File: src/rtl/div_pkg.sv
// Shared types and helpers for the run-time clock divider controller.
// Latency: n/a (package only).
// Backpressure: n/a.
// Contents: controller state enum, default divide ratio, ratio legality and
// low-phase helpers. The DIV_SCHED_ODD_EN macro enables odd divide ratios.
package div_pkg;

  typedef enum logic [1:0] {
    IDLE = 2'd0,
    RUN  = 2'd1,
    PEND = 2'd2,
    STOP = 2'd3
  } state_t;

  localparam int DEF_DIV_RATIO = 4;

  // A ratio is legal when the divider can produce at least one cycle of
  // each phase: even ratios >= 2, plus odd ratios >= 3 when odd support is on.
  function automatic logic is_legal_div(input logic [31:0] n);
`ifdef DIV_SCHED_ODD_EN
    return (n >= 32'd2);
`else
    return (n >= 32'd2) && !n[0];
`endif
  endfunction

  // Length of the low phase: ceil(n/2). Equals n/2 for even ratios, so the
  // same formula serves both builds.
  function automatic logic [31:0] low_phase(input logic [31:0] n);
    return n - (n >> 1);
  endfunction

endpackage

File: src/rtl/div_core.sv
// Counter-based divider: free-running count with clk_div/tick generation.
// Latency: clk_div and tick are registered, one cycle after the count match.
// Backpressure: none; runs every cycle while run=1, held cleared otherwise.
// Ports: clk, rst (async, active-high), run (count enable), cur_div (ratio),
//        clk_div (divided clock), tick (rise strobe), wrap (last count of period).
module div_core
  import div_pkg::*;
#(
  parameter int CNT_W = 8
) (
  input  logic             clk,
  input  logic             rst,
  input  logic             run,
  input  logic [CNT_W-1:0] cur_div,
  output logic             clk_div,
  output logic             tick,
  output logic             wrap
);

  logic [CNT_W-1:0] cnt;
  logic [CNT_W-1:0] lo_len;
  logic             rise;

  assign lo_len = CNT_W'(low_phase(32'(cur_div)));
  assign wrap   = run && (cnt == (cur_div - CNT_W'(1)));
  // Last cycle of the low phase; clk_div goes high on the following edge.
  assign rise   = run && (cnt == (lo_len - CNT_W'(1)));

  always_ff @(posedge clk or posedge rst) begin
    if (rst) begin
      cnt     <= '0;
      clk_div <= 1'b0;
      tick    <= 1'b0;
    end else if (!run) begin
      cnt     <= '0;
      clk_div <= 1'b0;
      tick    <= 1'b0;
    end else begin
      cnt  <= wrap ? '0 : cnt + CNT_W'(1);
      tick <= rise;
      // rise and wrap never coincide for legal ratios (low phase >= 1,
      // high phase >= 1), so the order here only matters for illegal ones.
      if (rise) begin
        clk_div <= 1'b1;
      end else if (wrap) begin
        clk_div <= 1'b0;
      end
    end
  end

endmodule

File: src/rtl/div_sched.sv
// Run-time controller for the counter-based divider: start/stop sequencing and
// glitch-free ratio updates. Latency: a new ratio takes effect at the next
// period boundary (at most old cur_div cycles). Backpressure: cfg_ready is low
// while a ratio is pending (PEND) or the divider is finishing a period (STOP).
// Ports: clk, rst (async, active-high), en (run request), cfg_div/cfg_valid/
//        cfg_ready (ratio handshake), cfg_err (illegal-ratio pulse), clk_div,
//        tick, busy, cur_div. DIV_SCHED_ODD_EN enables odd divide ratios.
module div_sched
  import div_pkg::*;
#(
  parameter int CNT_W   = 8,
  parameter int DEF_DIV = DEF_DIV_RATIO
) (
  input  logic             clk,
  input  logic             rst,
  input  logic             en,
  input  logic [CNT_W-1:0] cfg_div,
  input  logic             cfg_valid,
  output logic             cfg_ready,
  output logic             cfg_err,
  output logic             clk_div,
  output logic             tick,
  output logic             busy,
  output logic [CNT_W-1:0] cur_div
);

  state_t           state, state_nx;
  logic [CNT_W-1:0] shadow, shadow_nx;
  logic [CNT_W-1:0] cur_div_nx;
  logic             shadow_vld, shadow_vld_nx;
  logic             cfg_err_nx;
  logic             xfer;
  logic             legal;
  logic             wrap;

  assign cfg_ready = (state == IDLE) || (state == RUN);
  assign busy      = (state != IDLE);
  assign xfer      = cfg_valid && cfg_ready;
  assign legal     = is_legal_div(32'(cfg_div));

  div_core #(.CNT_W(CNT_W)) u_core (
    .clk     (clk),
    .rst     (rst),
    .run     (busy),
    .cur_div (cur_div),
    .clk_div (clk_div),
    .tick    (tick),
    .wrap    (wrap)
  );

  always_comb begin
    state_nx      = state;
    cur_div_nx    = cur_div;
    shadow_nx     = shadow;
    shadow_vld_nx = shadow_vld;
    // Illegal ratios are still consumed; only the error strobe records them.
    cfg_err_nx    = xfer && !legal;

    case (state)
      IDLE: begin
        // Divider is stopped, so a new ratio can be applied directly and
        // governs the first period if en rises in the same cycle.
        if (xfer && legal) begin
          cur_div_nx = cfg_div;
        end
        if (en) begin
          state_nx = RUN;
        end
      end

      RUN: begin
        if (xfer && legal) begin
          if (wrap) begin
            // This cycle is already the period boundary.
            cur_div_nx = cfg_div;
          end else begin
            shadow_nx     = cfg_div;
            shadow_vld_nx = 1'b1;
          end
        end
        if (!en) begin
          state_nx = STOP;
        end else if (xfer && legal && !wrap) begin
          state_nx = PEND;
        end
      end

      PEND: begin
        if (wrap) begin
          cur_div_nx    = shadow;
          shadow_vld_nx = 1'b0;
          state_nx      = en ? RUN : STOP;
        end else if (!en) begin
          state_nx = STOP;
        end
      end

      STOP: begin
        if (wrap) begin
          if (shadow_vld) begin
            cur_div_nx    = shadow;
            shadow_vld_nx = 1'b0;
          end
          // en back high exactly at the boundary continues without a gap.
          state_nx = en ? RUN : IDLE;
        end else if (en) begin
          state_nx = shadow_vld ? PEND : RUN;
        end
      end

      default: begin
        state_nx = IDLE;
      end
    endcase
  end

  always_ff @(posedge clk or posedge rst) begin
    if (rst) begin
      state      <= IDLE;
      cur_div    <= CNT_W'(DEF_DIV);
      shadow     <= '0;
      shadow_vld <= 1'b0;
      cfg_err    <= 1'b0;
    end else begin
      state      <= state_nx;
      cur_div    <= cur_div_nx;
      shadow     <= shadow_nx;
      shadow_vld <= shadow_vld_nx;
      cfg_err    <= cfg_err_nx;
    end
  end

endmodule

File: config.mk
export PLATFORM = sky130hd
export DESIGN_NAME = div_sched
export DESIGN_NICKNAME = d
export VERILOG_FILES = /design/src/rtl/div_pkg.sv /design/src/rtl/div_core.sv /design/src/rtl/div_sched.sv
export SDC_FILE = /design/constraint.sdc
export NUM_CORES = 1
export LEC_CHECK = 0
export ABC_AREA = 1
export CAP_MARGIN = 15
export CORE_ASPECT_RATIO = 0.5
export CORE_MARGIN = 1
export CORE_UTILIZATION = 40
export DETAILED_ROUTE_END_ITERATION = 7
export PLACE_DENSITY_LB_ADDON = 0.12
export SLEW_MARGIN = 5
export SYNTH_ARGS = -nofsm -noshare
export SYNTH_HDL_FRONTEND = slang
export SYNTH_SLANG_ARGS = --single-unit
File: constraint.sdc
create_clock -name clk -period 2.8 [get_ports clk]
set_input_delay 0.28 -clock clk [delete_from_list [all_inputs] [get_ports clk]]
set_output_delay 0.28 -clock clk [all_outputs]
set_load 0.05 [all_outputs]
### Word-level counts from Yosys, hierarchy flattened

Index checks and enable logic that the tools add are counted.

* input bits: 12
* flip-flop bits (word level): 30
* memories: 0
* output and inout bits: 13
* latch bits: 0
* RAM bits: 0
* word-level logic and storage cells: 78
* bits in read-only memories: 0

* $lt $le $gt $ge: 1
* add/sub/neg operators: 4
* reduce and logical (&&, ||, !) cells: 19
* bitwise operators: 1
* shift-type cells: 0
* muxes and demuxes: 27
* $mul: 0
* equality and inequality tests: 18
* divide/modulo/power cells: 0

Operators with widths (number)
* $mux 8: 8
* $pmux 8 s4: 1
* $mux 2: 9
* $eq 8x8->1: 2
* $sub 8x1->8 const B: 2
* $ne 2x1->1 const B: 6
* $ne 3x2->1 const B: 3
* $add 8x1->8 const B: 1
* $ge 8x2->1 const B: 1
* $pmux 2 s4: 1
* $reduce_and 4->1: 2
* $sub 8x7->8: 1
* $logic_and 1x1->1: 7
* $mux 1: 7
* $ne 2x2->1 const B: 3
* $reduce_and 6->1: 1
* $eq 2x2->1 const B: 2
* $reduce_bool 2->1: 2
* $logic_not 1->1: 3
* $ne 3x3->1 const B: 1
* $reduce_and 3->1: 1
* $eq 2x1->1 const B: 1
* $logic_not 2->1: 1
* $pmux 1 s2: 1
* 3 further kinds: 3

### Depth between registers and ports, before layout

Gate-level depths: netlist (run 1).

* word-level depth: 8
* gate-level depth with buffers: 17
* mapped depth without buffers: 16

### Hierarchy

A second synthesis (run 1) with hierarchy kept.

* cells, all modules: 358
* area total of the unflattened synthesis: 2463.6 um^2

Modules (own cells, without submodules)
* div_core: sequential area each 250.2 um^2, instances 1, cells an instance 213, area each 1343.8 um^2
* div_sched: sequential area each 501.7 um^2, instances 1, cells an instance 145, area each 1119.8 um^2

### Least setup slack after synthesis (run 1)

Ideal clock, no wire load.

* path kind: flip-flop to flip-flop
* start point: register cur_div[1]
* end point: register cur_div[5]
* path slack: 0.422 ns
* library setup time: 0.127 ns
* data arrival time: 2.251 ns
* buffers on the path: 1
* cell stages (with the launch flop): 16
* cells stage by stage: dfrtp_1 > inv_1 > ha_1 > nand2_1 > inv_1 > nor2_1 > nand2_1 > nor2_1 > nand3_1 > nor2_4 > nand2_4 > nand2_8 > inv_4 > nor2_8 > buf_8 > o21ai_1

* cells in the longest elaborated chain, start to end: 5
* elaborated cells between the ends (all ways): 7

Ends and longest elaborated chain
* start, declared: line div_sched.sv:24 `output logic [CNT_W-1:0] cur_div`
* start signal, assigned: line div_sched.sv:120 `cur_div <= CNT_W'(DEF_DIV);`
* start signal, assigned: line div_sched.sv:126 `cur_div <= cur_div_nx;`
* $sub 8x1->8 (*): line div_core.sv:25 `assign wrap = run && (cnt == (cur_div - CNT_W'(1)));`
* $eq 8x8->1 (*): line div_core.sv:25
* $logic_and 1x1->1 (*): line div_core.sv:25
* $ne 2x1->1 (no line)
* $reduce_and 6->1 (no line) (*)

Mark *: on every way between the ends. The rest lies on a longest branch, timed or not.
A chain may end at the register's enable or synchronous reset.

### Worst setup path after layout (run 1)

* start point: register state[1]
* end point: output busy

* cells in the longest elaborated chain, start to end: 1

Ends and longest elaborated chain
* start, declared: line div_sched.sv:27 `state_t state, state_nx;`
* start signal, assigned: line div_sched.sv:125 `state <= state_nx;`
* $reduce_bool 2->1: line div_sched.sv:37 `assign busy = (state != IDLE);`
* end, declared: line div_sched.sv:23 `output logic busy,`

No other way between the ends.

==> results.py, run 1 <==
metrics = {
    "outcome": {
        "status": "completed",
    },
    "die": {
        "start_util_pct": 42.1,
        "die_area_sq_mm": 0.00619,
        "fp-row-count": 19,
        "die_y_um": 56.1,
        "ios": 25,
        "design.core.area_sq_mm": 0.00556,
        "die_w_um": 110,
    },
    "worst_setup_path": {
        "critPathKind": "reg -> out",
        "crit_path_start_kind": "flop",
        "cpPeakStageDelay_ps": 860,
        "crit_arrival_ps": 2080,
        "r2r_start": "cur_div[2]$_DFFE_PP1P_",
        "critPathCaptureType": "output port",
        "cp_slowest_cell": "clkdlybuf4s50_1",
        "crit_start": "state[1]$_DFFE_PP0P_",
        "cp_max_fo": 21,
        "crit_path_cell_trace": "buf_4 -> inv_1 -> nand2_2 -> clkdlybuf4s50_1",
        "r2r_cells": 15,
        "crit_required_ps": 2520,
    },
    "synth": {
        "syn_inst": 336,
        "synth_top_cell_area_share_pct": 31.0,
        "synthXorXnorAreaFrac_pct": 4.11,
        "ys_types": 37,
        "synth_edf_count": 0,
        "synth_flop_cell": "dfrtp_1",
        "synth_compound_area_share_pct": 7.96,
        "async_reset_ff_share_pct": 100,
        "netlist_area_sq_mm": 0.00234,
        "synthAdderAreaFrac_pct": 9.40,
        "synth_top_family_by_area": "simple AND/OR/NAND/NOR gates",
        "syn_area_per_cell_sq_um": 6.97,
        "yosys_warnings": 0,
        "synth-simple-area-share_pct": 36.4,
        "synth_fp_nets": 365,
        "synthTopCellsByArea": "dfrtp_1 31%, nand2_1 16%, ha_1 8.5%",
        "ys_seq_area_share_pct": 32.1,
        "synth_common_cells": "98 x nand2_1, 49 x inv_1, 32 x nor2_1, 29 x dfrtp_1, 21 x nand3_1",
        "synth_top_area_cell": "dfrtp_1",
        "synth_seq_cells": 30,
        "yosysMostFrequentCell": "nand2_1",
        "synth.area.mux_share_pct": 0,
    },
    "clock_network": {
        "cts_made_buffers": 5,
        "cts_setup_buffers": 0,
        "cts_root_buf": "clkbuf_16",
        "cts_tree": "done",
        "clock_latency_ps": 270,
        "cts_sinks": 30,
        "cts.clk_slew.worst_paths_ps": 50,
        "holdBufCountCts": 0,
        "cts_max_level": 2,
        "cts.repair.resized": 0,
        "cts_buffer_depth": 2,
    },
    "power": {
        "ir_drop_v": 0.000674,
        "pwr_density_cell_mw_per_mm2": 1300,
        "p_leak_nw": 1.46,
        "power.total_mw": 3.65,
    },
    "final_layout": {
        "antenna_cells": 0,
        "drive_gt1_share_pct": 9.84,
        "layout.filler_cells": 567,
        "syn_to_final_growth_pct": 20.1,
        "fin_nets": 394,
        "stdcell_area_sq_mm": 0.00281,
    },
    "routing": {
        "ant_nets": 0,
        "vias_per_cell": 4.79,
        "vias": 2101,
        "drt_iter0_markers": 110,
        "wl_mm": 5.50,
        "drtPass1Iterations": 5,
        "avgRoutedWirePerCell_um": 12.5,
        "drc": 0,
    },
    "sta": {
        "slew_headroom_pct": 52.3,
        "tightest_slew_ps": 714,
        "finalCritPeriodShare_pct": 84.2,
        "rsz0062_at_grt": "false",
        "drv_slew": 0,
        "hold_slack_ps": 423,
        "hold_viol_final": 0,
        "setup_viol": 0,
        "max_freq_mhz": 424,
        "skew_ps": 4.81,
        "min_period_ps": 2360,
        "finalSetupTns_ps": 0,
    },
    "global_route": {
        "gr-total-overflow": 0,
        "grt_pass1_vias": 1919,
        "grt_max_degree": 22,
        "antenna_found_initial": 0,
        "grt_pass1_wl_mm": 9.34,
        "grt.total_usage_pct": 20.0,
    },
    "place": {
        "place_area_sq_mm": 0.00266,
        "hpwl_mm": 4.32,
        "gp_congestion": 0.817,
        "portBuffers": 24,
    },
    "min_path": {
        "min_path_type": "in -> async",
    },
    "job": {
        "maxCapViolations": 0,
    },
}
state kept, by name, indices dropped and copies added, names as in the netlist:
register,flops
cur_div,8
shadow,8
u_core.cnt,8
state,2
cfg_err,1
shadow_vld,1
u_core.clk_div,1
u_core.tick,1
critical path: cells and delay by family, from the launching register on:
kind | cells | cell delay (ps)
flops | 1 | 320
buf+inv | 3 | 1210
simple gates | 1 | 270
cell type report:
cell class | instances | area (sq um) | area share [%]
well taps | 73 | 91.3 | 3.25
clock inverters | 2 | 12.5 | 0.445
clock buffers | 6 | 139 | 4.94
multi-input cells | 248 | 1360 | 48.2
repair buffers | 27 | 263 | 9.34
inverters | 53 | 201 | 7.16
flip-flops and latches | 30 | 752 | 26.7
report_power, final:
part / switching, mW / total, mW / internal [mW] / leakage [nW]
Clock: 0.190 / 0.541 / 0.351 / 0.0729
Combinational: 1.51 / 2.33 / 0.818 / 1.00
Sequential: 0.179 / 0.778 / 0.598 / 0.383
Total: 1.88 / 3.65 / 1.77 / 1.46
per-stage QoR:
step                std cells  setup WS, ps  utilization (%)
finish                    439           442             50.6
global route              439           301             50.6
CTS                       439           430             50.6
detailed placement        431           516             47.9
global placement          431           493             47.9
floorplan                 336           422                -
cells in the final DEF (no fill, tap or decap), drive strengths merged, types with 2 or more instances in the layout:
cell,netlist,final
nand2,110,110
inv,53,53
nor2,35,35
dfrtp,29,29
o21ai,26,26
clkdlybuf4s50,0,24
nand3,23,23
ha,16,16
xor2,8,8
a21oi,7,7
nand4,6,6
clkbuf,2,6
xnor2,3,3
nor3,3,3
buf,3,3
nand3b,2,2
nor3b,2,2
cells by family (layout without fill, tap and decap cells):
kind of cell | after synthesis | count (layout)
fa+ha+maj | 17 | 17
buf+inv | 58 | 88
compound gates | 35 | 35
simple gates | 185 | 185
xor+xnor | 11 | 11
flops | 30 | 30
final timing paths:
path	end	slack, ps
worst max-delay path	busy	440
worst min-delay path	cur_div[1]$_DFFE_PP0P_	420
worst max register to register	cur_div[7]$_DFFE_PP0P_	500
worst min register to register	shadow[0]$_DFFE_PP0P_	460
max in group asynchronous	cur_div[7]$_DFFE_PP0P_	1720
min in group clk	shadow[0]$_DFFE_PP0P_	460
routing by layer:
layer	GRT usage [%]	wire (um)	part of all wire (%)
met1	31.2	3080	56
met2	27.1	2120	39
met3	4.68	226	4.1
met4	5.26	74	1.3
met5	0	0	0
Note: power is estimated with default switching activity, not from simulation.
==> run 2, diff against run 1 <==
- clock period: 2.8 -> 2.3 ns (I/O delays scaled with it)
==> results.py, run 2 (synthesis results as in run 1) <==
metrics = {
    "routing": {
        "avgRoutedWirePerCell_um": 12.3,
        "vias_per_cell": 4.71,
        "vias": 2126,
        "ant_nets": 0,
        "drt-met1-wl_mm": 3.16,
        "drtPass1Iterations": 4,
        "wl_mm": 5.55,
        "drc": 0,
        "dr_wl_met2_mm": 2.21,
        "highest_layer": "met4",
        "met3_length_um": 168,
        "drt_iter0_markers": 60,
    },
    "die": {
        "start_util_pct": 42.1,
        "die_w_um": 110,
        "design.core.area_sq_mm": 0.00556,
        "die_area_sq_mm": 0.00619,
        "die_y_um": 56.1,
        "ios": 25,
        "fp-row-count": 19,
    },
    "worst_setup_path": {
        "crit_buf_inv": 3,
        "cp_slowest_cell": "dfstp_2",
        "critPathCaptureType": "flop",
        "cpPeakStageDelay_ps": 540,
        "critPathKind": "reg -> reg",
        "r2r_cells": 16,
        "cp.depth": 16,
        "path_common_cell": "nand2_1",
        "r2r_start": "cur_div[2]$_DFFE_PP1P_",
        "r2r-end": "cur_div[2]$_DFFE_PP1P_",
        "cp_max_fo": 11,
        "crit_required_ps": 2510,
        "crit_path_start_kind": "flop",
        "regToRegSetupSlack_ps": 140,
        "critPathTopFamily": "simple AND/OR/NAND/NOR gates",
        "crit_path_cell_trace": "inv_2 -> ha_1 -> nand2_2 -> nand2_1 -> nand2_1 -> nand2_1 -> nand2_2 -> nand2_2 -> nor2_4 -> nand2_4 -> nand2_8 -> inv_4 -> nor2_8 -> buf_12 -> nand2_1 -> o21ai_1",
        "crit_arrival_ps": 2370,
    },
    "final_layout": {
        "antenna_cells": 0,
        "syn_to_final_growth_pct": 26.3,
        "mostFrequentLayoutCell": "nand2_1",
        "multi_input_area_sq_mm": 0.00139,
        "fin_nets": 406,
        "final_cells": 451,
        "top_regs": "cur_div (8), shadow (8), u_core.cnt (8)",
        "layout_common_cells": "95 x nand2_1, 45 x inv_1, 32 x nor2_1, 25 x dfrtp_1, 23 x clkdlybuf4s50_1",
        "layout.filler_cells": 554,
        "drive_gt1_share_pct": 16.1,
        "seq_area_sq_um": 757,
    },
    "clock_network": {
        "cts_max_level": 2,
        "cts_tree": "done",
        "clock_latency_ps": 280,
        "cts_made_buffers": 5,
        "cts_sinks": 30,
        "cts_buffer_depth": 2,
        "cts_root_buf": "clkbuf_16",
        "cts.clk_slew.worst_paths_ps": 50,
    },
    "sta": {
        "drv_slew": 0,
        "slew_headroom_pct": 65.5,
        "finalCritPeriodShare_pct": 94.1,
        "skew_ps": 5.93,
        "hold_viol_final": 0,
        "setup_viol": 0,
        "tightest_slew_ps": 517,
        "min_period_ps": 2160,
        "max_freq_mhz": 462,
        "hold_slack_ps": 350,
    },
    "global_route": {
        "antenna_found_initial": 0,
        "grt_max_degree": 31,
        "grt.total_usage_pct": 20.3,
        "grt_pass1_wl_mm": 9.43,
        "grt_pass1_vias": 1984,
        "gr-total-overflow": 0,
    },
    "min_path": {
        "min_path_type": "in -> async",
    },
    "job": {
        "maxCapViolations": 0,
    },
    "place": {
        "hpwl_mm": 4.28,
        "gp_congestion": 0.840,
        "dp_cells": 437,
        "portBuffers": 24,
    },
    "power": {
        "p_comb_share_pct": 66.5,
        "switching_share_pct": 50.2,
        "p_leak_nw": 1.52,
        "pwr_density_cell_mw_per_mm2": 1570,
        "pwr-share-clk_pct": 13.5,
        "power_frac_seq_pct": 20.0,
        "power.switching_mw": 2.34,
        "internal_power_mw": 2.32,
        "ir_drop_v": 0.000755,
    },
    "outcome": {
        "status": "completed",
    },
}
run 2: cell count changes in the layout (fill, tap and decap cells not counted), sizes merged:
cell and change:
buf +13, clkdlybuf4s50 -1, clkinv +1, inv -1
run 2: tightest hold or removal path: cells and delay by family:
kind,cells,cell delay (ps)
buffers and inverters,3,820
run 2: repair_timing:
| action | in CTS | in global routing |
|---|---|---|
| setup endpoints to repair | 2 | 21 |
| pin swaps | 1 | 3 |
| hold buffers | 0 | 0 |
| resized for setup | 1 | 13 |
| buffers inserted | 2 | 4 |
run 2: area by class of cell:
class                      count  area share [%]
timing repair buffer          39            12.7
tap                           73            3.09
clock buffer                   6            4.35
inverter                      53            7.10
clock inverter                 2           0.338
sequential                    30            25.6
multi-input combinational    248            46.9
run 2: how the worst max path moves through the flow:
stage                           startpoint                endpoint
global route        cur_div[0]$_DFFE_PP0P_   u_core.tick$_DFF_PP0_
CTS                 cur_div[0]$_DFFE_PP0P_  cur_div[2]$_DFFE_PP1P_
detailed placement  cur_div[1]$_DFFE_PP0P_  cur_div[7]$_DFFE_PP0P_
global placement    cur_div[0]$_DFFE_PP0P_  cur_div[7]$_DFFE_PP0P_
finish              cur_div[2]$_DFFE_PP1P_  cur_div[2]$_DFFE_PP1P_
floorplan           cur_div[2]$_DFFE_PP1P_  cur_div[5]$_DFFE_PP0P_
run 2: metrics by stage:
step / total power [mW] / setup TNS (ps) / setup WS, ps / area [sq um] / util (%)
final: 4.65 / 0 / 135 / 2960 / 53.2
after global routing: 5.10 / -1.08 / -1.08 / 2960 / 53.2
after CTS: 4.56 / 0 / 2.94 / 2890 / 51.9
after detailed placement: 3.85 / -32.5 / -25.3 / 2720 / 48.9
after global placement: 3.82 / -9.80 / -9.80 / 2720 / 48.9
after floorplan: 3.11 / 0 / 15.9 / 2350 / -
run 2: power groups by stage:
stage | Sequential, mW | Combinational [mW] | Clock [mW]
2_1_floorplan | 1.11 | 2.00 | 0
3_3_place_gp | 0.919 | 2.90 | 0
3_5_place_dp | 0.927 | 2.92 | 0
4_1_cts | 0.922 | 2.99 | 0.645
5_1_grt | 0.962 | 3.46 | 0.669
6_report | 0.931 | 3.09 | 0.626
run 2: metal layers:
layer  vias to the layer above  track usage, %
li1                       1135               -
met1                       966            32.5
met2                        23            26.7
met3                         2            5.62
met5                         -               0
met4                         0            3.38
